$ cat config.mk
export PLATFORM = sky130hd
export DESIGN_NAME = branch_compare_pipe
export DESIGN_NICKNAME = d
export VERILOG_FILES = /design/src/rtl/branch_compare_pipe_pkg.sv /design/src/rtl/branch_compare_pipe_cmp_core.sv /design/src/rtl/branch_compare_pipe.sv
export SDC_FILE = /design/constraint.sdc
export NUM_CORES = 1
export LEC_CHECK = 0
export BUFFER_PORTS_ARGS = -buffer_cell sky130_fd_sc_hd__buf_2
export CORE_UTILIZATION = 45
export DETAILED_ROUTE_END_ITERATION = 6
export PLACE_DENSITY = 0.67
export RECOVER_POWER = 50
export SYNTH_ARGS = -nofsm -noshare
export SYNTH_HDL_FRONTEND = slang
export SYNTH_SLANG_ARGS = --single-unit
$ cat constraint.sdc
create_clock -name clk -period 2.95 [get_ports clk]
set_input_delay 0.59 -clock clk [delete_from_list [all_inputs] [get_ports clk]]
set_output_delay 0.59 -clock clk [all_outputs]
set_load 0.02 [all_outputs]
$ cat src/rtl/branch_compare_pipe_pkg.sv
// Shared processor package: base opcode definitions and the branch-compare
// mode encoding used by the compare pipeline.
package branch_compare_pipe_pkg;

    // Base opcodes (bits [6:0] of the instruction word).
    typedef enum logic [6:0] {
        OP_LOAD   = 7'b0000011,
        OP_OPIMM  = 7'b0010011,
        OP_AUIPC  = 7'b0010111,
        OP_STORE  = 7'b0100011,
        OP_OP     = 7'b0110011,
        OP_LUI    = 7'b0110111,
        OP_BRANCH = 7'b1100011,
        OP_JALR   = 7'b1100111,
        OP_JAL    = 7'b1101111
    } opcode_e;

    localparam int unsigned MODE_W = 3;

    // Branch compare modes; the two top encodings are reserved and illegal.
    typedef enum logic [MODE_W-1:0] {
        CMP_EQ   = 3'd0,
        CMP_NE   = 3'd1,
        CMP_LT   = 3'd2,
        CMP_GE   = 3'd3,
        CMP_LTU  = 3'd4,
        CMP_GEU  = 3'd5,
        CMP_RSV6 = 3'd6,
        CMP_RSV7 = 3'd7
    } cmp_mode_e;

    function automatic logic mode_is_legal(input logic [MODE_W-1:0] m);
        return (m != CMP_RSV6) && (m != CMP_RSV7);
    endfunction

endpackage

$ cat src/rtl/branch_compare_pipe_cmp_core.sv
// cmp_core: purely combinational branch comparator.
//   a, b    : operands, WIDTH bits (two's complement for signed modes)
//   mode    : compare mode (cmp_mode_e encoding)
//   taken   : compare outcome, forced 0 for illegal modes
//   illegal : 1 when mode is a reserved encoding
module cmp_core
    import branch_compare_pipe_pkg::*;
#(
    parameter int unsigned WIDTH = 16
) (
    input  logic [WIDTH-1:0]  a,
    input  logic [WIDTH-1:0]  b,
    input  logic [MODE_W-1:0] mode,
    output logic              taken,
    output logic              illegal
);

    always_comb begin
        taken   = 1'b0;
        illegal = 1'b0;
        case (cmp_mode_e'(mode))
            CMP_EQ:  taken = (a == b);
            CMP_NE:  taken = (a != b);
            CMP_LT:  taken = ($signed(a) <  $signed(b));
            CMP_GE:  taken = ($signed(a) >= $signed(b));
            CMP_LTU: taken = (a <  b);
            CMP_GEU: taken = (a >= b);
            default: illegal = 1'b1;
        endcase
    end

endmodule

$ cat src/rtl/branch_compare_pipe.sv
// branch_compare_pipe: two-stage valid/ready branch compare pipeline.
//   clk, rst_n          : clock, asynchronous active-low reset
//   in_valid / in_ready : request handshake for reg1, reg2, mode
//   flush               : drop everything in flight at the next edge
//   out_valid/out_ready : result handshake for taken, illegal
//   taken_cnt           : saturating count of consumed taken results
// S1 registers the operands and mode; S2 registers the cmp_core outcome.
module branch_compare_pipe
    import branch_compare_pipe_pkg::*;
#(
    parameter int unsigned WIDTH = 16,
    parameter int unsigned CNT_W = 8
) (
    input  logic              clk,
    input  logic              rst_n,
    input  logic              in_valid,
    output logic              in_ready,
    input  logic [WIDTH-1:0]  reg1,
    input  logic [WIDTH-1:0]  reg2,
    input  logic [MODE_W-1:0] mode,
    input  logic              flush,
    output logic              out_valid,
    input  logic              out_ready,
    output logic              taken,
    output logic              illegal,
    output logic [CNT_W-1:0]  taken_cnt
);

    logic              s1_valid;
    logic [WIDTH-1:0]  s1_a;
    logic [WIDTH-1:0]  s1_b;
    logic [MODE_W-1:0] s1_mode;

    logic              s2_valid;
    logic              s2_taken;
    logic              s2_illegal;

    logic              cmp_taken;
    logic              cmp_illegal;

    logic              s1_adv;
    logic              s2_adv;
    logic              consume;
    logic [CNT_W-1:0]  cnt_q;

    // S2 frees up when empty or when its result leaves this cycle; S1 frees
    // up when empty or when it can move into S2. in_ready is therefore a
    // combinational function of out_ready.
    assign s2_adv   = !s2_valid || out_ready;
    assign s1_adv   = !s1_valid || s2_adv;
    assign consume  = s2_valid && out_ready;

    assign in_ready  = s1_adv;
    assign out_valid = s2_valid;
    assign taken     = s2_taken;
    assign illegal   = s2_illegal;
    assign taken_cnt = cnt_q;

    cmp_core #(
        .WIDTH(WIDTH)
    ) u_cmp (
        .a      (s1_a),
        .b      (s1_b),
        .mode   (s1_mode),
        .taken  (cmp_taken),
        .illegal(cmp_illegal)
    );

    always_ff @(posedge clk or negedge rst_n) begin
        if (!rst_n) begin
            s1_valid <= 1'b0;
            s1_a     <= '0;
            s1_b     <= '0;
            s1_mode  <= '0;
        end else begin
            if (flush) begin
                s1_valid <= 1'b0;
            end else if (s1_adv) begin
                s1_valid <= in_valid;
            end
            if (s1_adv && in_valid) begin
                s1_a    <= reg1;
                s1_b    <= reg2;
                s1_mode <= mode;
            end
        end
    end

    always_ff @(posedge clk or negedge rst_n) begin
        if (!rst_n) begin
            s2_valid   <= 1'b0;
            s2_taken   <= 1'b0;
            s2_illegal <= 1'b0;
        end else begin
            if (flush) begin
                s2_valid <= 1'b0;
            end else if (s2_adv) begin
                s2_valid <= s1_valid;
            end
            if (s2_adv && s1_valid) begin
                s2_taken   <= cmp_taken;
                s2_illegal <= cmp_illegal;
            end
        end
    end

    // A result consumed alongside flush still counts: flush only affects
    // what has not yet been delivered.
    always_ff @(posedge clk or negedge rst_n) begin
        if (!rst_n) begin
            cnt_q <= '0;
        end else if (consume && s2_taken && (cnt_q != '1)) begin
            cnt_q <= cnt_q + 1'b1;
        end
    end

endmodule

## Word level (Yosys, flattened, before mapping)

Index checks and enable logic that the tools add are counted.

| word-level totals | value |
|---|---|
| bits in read-only memories | 0 |
| register bits | 47 |
| output and inout port bits | 12 |
| memories | 0 |
| bits in latches | 0 |
| memory bits (writable) | 0 |
| logic and storage cells | 40 |

| operators by class | value |
|---|---|
| bitwise gates (word level) | 0 |
| divide/modulo/power cells | 0 |
| equality and inequality tests | 8 |
| $lt $le $gt $ge | 4 |
| shift operators | 0 |
| mux-type cells | 6 |
| $mul | 0 |
| reductions and logical operators | 13 |
| add/sub/neg operators | 1 |

Operators by type and width:

| cell | count |
|---|---|
| >= comparator 16 bit | 2 |
| less-than comparator 16 bit | 2 |
| equality test 16 bit | 1 |
| inequality test 16 bit | 1 |
| adder 8 x 1 -> 8 bit (second input constant) | 1 |
| inequality test 8 bit (second input constant) | 1 |
| equality test 3 x 2 -> 1 bit (second input constant) | 2 |
| equality test 3 bit (second input constant) | 2 |
| case mux 1 bit (6 select lines) | 1 |
| OR reduction 6 bit | 1 |
| logical AND 1 bit | 5 |
| 2-to-1 mux 1 bit | 5 |
| nonzero test 2 bit | 2 |
| equality test 3 x 1 -> 1 bit (second input constant) | 1 |
| logical NOT 3 bit | 1 |
| logical NOT 1 bit | 2 |
| logical OR 1 bit | 2 |

## Logic depth before layout (Yosys ltp)

| depth | value |
|---|---|
| depth after elaboration | 5 |
| gate-level depth with buffers | 8 |

## Cells and area by module

Synthesis repeated with hierarchy kept, for this count alone.

| second synthesis, totals | value |
|---|---|
| cell total of the unflattened synthesis | 197 |
| area, all modules | 2547.4 um^2 |

By module, submodules not included:

| module | times used | cells each | area each (um^2) | seq. area each (um^2) |
|---|---|---|---|---|
| branch_compare_pipe | 1 | 128 | 2063.2 | 1176.1 |
| cmp_core | 1 | 69 | 484.2 | 0.0 |

## Least setup slack after synthesis

No wires, ideal clock.

| timing | value |
|---|---|
| path type | register to register |
| from | register s1_a[5] |
| to | register s2_taken (netlist: taken) |
| arrival time | 1.999 ns |
| cell stages (with the launch flop) | 7 |
| required time | 2.828 ns |
| path slack | 0.829 ns |
| path buffers | 0 |
| cell sequence | dfrtp_1 -> ha_1 -> a21oi_1 -> o221ai_1 -> a221o_2 -> or4b_1 -> a32o_1 |

| between the ends | value |
|---|---|
| cells in the longest elaborated chain, start to end | 2 |
| elaborated cells on any way between the ends | 7 |
| classes of those cells | order compare: 4; eq/ne: 2; mux: 1 |

RTL lines:

| element | line | RTL |
|---|---|---|
| start: declaration | branch_compare_pipe.sv:30 | `logic [WIDTH-1:0] s1_a;` |
| start signal: assignment | branch_compare_pipe.sv:82 | `s1_a <= reg1;` |
| >= comparator 16 bit, or another cell as far along | branch_compare_pipe_cmp_core.sv:27 | `CMP_GEU: taken = (a >= b);` |
| case mux 1 bit (6 select lines) (*) | branch_compare_pipe_cmp_core.sv:21 | `case (cmp_mode_e'(mode))` |
| end signal: assignment | branch_compare_pipe.sv:101 | `s2_taken <= cmp_taken;` |
| end: declaration | branch_compare_pipe.sv:35 | `logic s2_taken;` |

Mark *: on every way between the ends. The rest lies on a longest branch, timed or not.
A chain may end at the register's enable or synchronous reset.

## Worst setup path after layout

| timing | value |
|---|---|
| from | register s1_a[3] |
| to | register s2_taken (netlist: taken) |

The elaborated chain is that of the path after synthesis.

==> reports/metrics.json <==
{
  "detailed_routing": {
    "drcViolationCount": 0,
    "drtPass1Iterations": 4,
    "route.vias.total": 1489,
    "drtAntennaViolNets": 0,
    "wirelength_um": 3816,
    "via_per_inst": 4.850,
    "detail_route.wl_per_cell_um": 12.43,
    "drt_first_iter_violations": 42
  },
  "grt": {
    "grt_pass1_wl_um": 6458,
    "total_gr_overflow": 0,
    "grt_pass1_vias": 1502,
    "grt.total_usage_pct": 15.93,
    "grt_antenna_before_repair": 0,
    "grt_max_degree": 48
  },
  "place": {
    "io_buffers": 51,
    "placed_cells_incl_taps": 299,
    "post-dp-hpwl_um": 2814,
    "gp_congestion": 0.7512
  },
  "layout": {
    "layout.area.seq_sq_um": 1176,
    "final-instance-count-excl-fill": 307,
    "design.final.nets": 296,
    "fillerInstances": 419,
    "multi_input_gate_area_in_the_final_layout_sq_um": 1021,
    "post_route_cells_drive_above_1_share_pct": 41.67,
    "syn_to_final_growth_pct": 18.06,
    "count_of_antenna_diodes_in_the_layout": 0
  },
  "die": {
    "die_height_um": 73.18,
    "core_sq_um": 4786,
    "io_pins": 52,
    "floorplan.initialDensity_pct": 47.63,
    "rows": 25,
    "die-area_sq_um": 5355,
    "die_w_um": 73.18
  },
  "synthesis": {
    "ys_async_sr_fraction_pct": 100.0,
    "synth_enable_flop_cells": 0,
    "synth_sequential_area_ratio_pct": 51.59,
    "netlist.area_leader.share_pct": 51.59,
    "ys_top_cells_by_area": "sky130_fd_sc_hd__dfrtp_1 (52%), sky130_fd_sc_hd__mux2_2 (18%), sky130_fd_sc_hd__ha_1 (9.3%)",
    "synth.most_common_cell": "sky130_fd_sc_hd__dfrtp_1",
    "netlist-cell-type-count": 29,
    "top_cells_by_count_synth": "sky130_fd_sc_hd__dfrtp_1 (47), sky130_fd_sc_hd__mux2_2 (36), sky130_fd_sc_hd__inv_1 (18), sky130_fd_sc_hd__ha_1 (17), sky130_fd_sc_hd__nand2_1 (10)",
    "syn-num-nets": 240,
    "synth-seq-cells": 47,
    "synth_top_cell_by_area": "sky130_fd_sc_hd__dfrtp_1",
    "syn-mean-instance-area_sq_um": 12.46,
    "netlist_instances": 183,
    "yosysWarnings": 0,
    "synth_flop_cell": "sky130_fd_sc_hd__dfrtp_1",
    "mappedNetlistArea_sq_um": 2280
  },
  "worst_setup_path": {
    "critical_path_buf_inv_count": 0,
    "cpLargestDelayFamily": "compound AO/OA/AOI/OAI gates",
    "timing.critical_path.slowest_cell_delay_ns": 0.47,
    "criticalPathCategory": "reg -> reg",
    "critical_path.slowest_cell": "sky130_fd_sc_hd__or4b_1",
    "critPathLaunch": "s1_a[3]$_DFFE_PN0P_",
    "cp_cell_sequence": "ha_1 -> a21oi_1 -> o221ai_1 -> a221o_2 -> or4b_1 -> a32o_1",
    "worstPathMaxFanout": 3,
    "worst-endpoint-arrival_ns": 2.49,
    "endpoint_required_time_on_the_critical_path_ns": 3.14,
    "crit_path_end_kind": "flip-flop",
    "reg2reg_from": "s1_a[3]$_DFFE_PN0P_",
    "worstSetupStartpointType": "flip-flop"
  },
  "power_and_ir_drop": {
    "total_power_divided_by_cell_area_nw_per_um2": 542.3,
    "clock_power_share_pct": 25.2,
    "p_sw_share_pct": 28.48,
    "share_comb_of_total_power_pct": 21.8,
    "internal_mw": 1.044,
    "vdd.ir_drop.worst_v": 0.0003356,
    "total_leakage_power_nw": 1.344,
    "switchingPower_mw": 0.4157,
    "report.power.total_mw": 1.460,
    "seqPwrFrac_pct": 52.9
  },
  "clock_network": {
    "max-clock-path-buffers": 2,
    "tritoncts_clock_tree": "done",
    "postCtsHoldBufs": 0,
    "cts_resized": 0,
    "clock_insertion_delay_worst_skew_ns": 0.29,
    "tritoncts_sinks": 47,
    "clkTransAtPathRegs_ns": 0.08,
    "root_buffer": "sky130_fd_sc_hd__clkbuf_8",
    "postCtsSetupBuffers": 0,
    "tritoncts.num_buffers": 5,
    "h-tree-depth": 2
  },
  "timing": {
    "timing.final.hold_violations": 0,
    "setup_viol_count_final": 0,
    "slew_violations": 0,
    "timing.setup.tns_ns": 0,
    "period_share_pct": 78.14,
    "headroom_to_the_max_slew_limit_pct": 22.31,
    "rsz0062_at_grt": "false",
    "achievable_frequency_ghz": 0.4338,
    "skew_ns": 0.006241,
    "finalCriticalPeriod_ns": 2.305,
    "worst-slew-pin-transition_ns": 1.165
  },
  "outcome": {
    "outcome": "complete, no violations"
  },
  "run": {
    "cap_viol_max_count": 0
  },
  "hold_path": {
    "min_from": "flush",
    "timing.hold.worst.class": "in -> reg"
  }
}
metrics by stage:
| stage | hold WS, ns | util (%) | area (sq um) | setup slack, ns |
|---|---|---|---|---|
| detailed placement | 0.4785 | 54.56 | 2611 | 0.6715 |
| CTS | 0.4464 | 56.26 | 2693 | 0.6396 |
| global route | 0.4488 | 56.24 | 2691 | 0.5290 |
| global placement | 0.4612 | 54.56 | 2611 | 0.7049 |
| finish | 0.4564 | 56.24 | 2691 | 0.6448 |
| floorplan | 0.2944 | - | 2280 | 0.8291 |
cells in the final DEF (no fill, tap or decap), types with 2 or more instances in the layout:
master	count
sky130_fd_sc_hd__xor2_1	4
sky130_fd_sc_hd__a21o_1	2
sky130_fd_sc_hd__dfrtp_1	47
sky130_fd_sc_hd__buf_2	49
sky130_fd_sc_hd__xnor2_1	4
sky130_fd_sc_hd__nor2b_1	2
sky130_fd_sc_hd__nand2_1	10
sky130_fd_sc_hd__mux2_2	36
sky130_fd_sc_hd__o21ai_0	2
sky130_fd_sc_hd__nand3_1	3
sky130_fd_sc_hd__a21oi_1	8
sky130_fd_sc_hd__nor2_1	8
sky130_fd_sc_hd__ha_1	17
sky130_fd_sc_hd__clkbuf_8	5
sky130_fd_sc_hd__inv_1	18
sky130_fd_sc_hd__nand4_1	5
sky130_fd_sc_hd__clkbuf_1	3
worst reg2reg max path, delay by kind of cell, from the launching register on:
kind | cells | cell delay [ns]
AOI/OAI and AO/OA | 4 | 1.03
adders and majority gates | 1 | 0.31
DFF | 1 | 0.39
and+or+nand+nor | 1 | 0.47
flip-flops by register name, indices dropped and copies added (netlist names):
signal and cells:
s1_a 16, s1_b 16, taken_cnt 8, s1_mode 3, illegal 1, out_valid 1
s1_valid 1, taken 1
path summary, 6_finish.rpt:
path	end	slack (ns)	cells past startpoint
worst max-delay path	taken$_DFFE_PN0P_	0.64	6
worst min-delay path	s1_valid$_DFFE_PN0P_	0.46	2
worst max register to register	taken$_DFFE_PN0P_	0.64	6
worst min register to register	illegal$_DFFE_PN0P_	0.50	2
max in group asynchronous	s1_a[6]$_DFFE_PN0P_	1.73	1
min in group asynchronous	s1_a[9]$_DFFE_PN0P_	0.52	1
cells by family (layout without fill, tap and decap cells):
| group | after synthesis | count (layout) | synth area share [%] |
|---|---|---|---|
| and+or+nand+nor | 35 | 35 | 8.452 |
| buffers and inverters | 21 | 78 | 3.622 |
| adders and majority gates | 17 | 17 | 9.330 |
| AOI/OAI and AO/OA | 18 | 18 | 5.708 |
| DFF | 47 | 47 | 51.59 |
| muxes | 37 | 37 | 18.22 |
| xor gates and xnor gates | 8 | 8 | 3.073 |
layout make-up:
cell class | count | area share (%)
clock buffers | 7 | 2.836
clock inverters | 1 | 0.1860
inverters | 18 | 2.510
multi-input cells | 115 | 37.94
flip-flops and latches | 47 | 43.70
well taps | 67 | 3.115
repair buffers | 52 | 9.716
layer usage:
metal | share of wire (%) | up-vias | wire (um) | track usage (%)
met1 | 47 | 703 | 1784 | 20.48
met3 | 4.2 | 5 | 162 | 4.972
met4 | 1.2 | 0 | 47 | 5.447
li1 | - | 749 | - | -
met2 | 48 | 32 | 1822 | 25.41
met5 | 0 | - | 0 | 0
power by group through the flow:
stage | sequential (mW) | clock, mW | combinational [mW]
2_1_floorplan | 0.803 | 0 | 0.194
3_3_place_gp | 0.785 | 0 | 0.320
3_5_place_dp | 0.786 | 0 | 0.322
4_1_cts | 0.774 | 0.385 | 0.325
5_1_grt | 0.786 | 0.406 | 0.358
6_report | 0.773 | 0.368 | 0.318
Note: power is estimated with default switching activity, not from simulation.
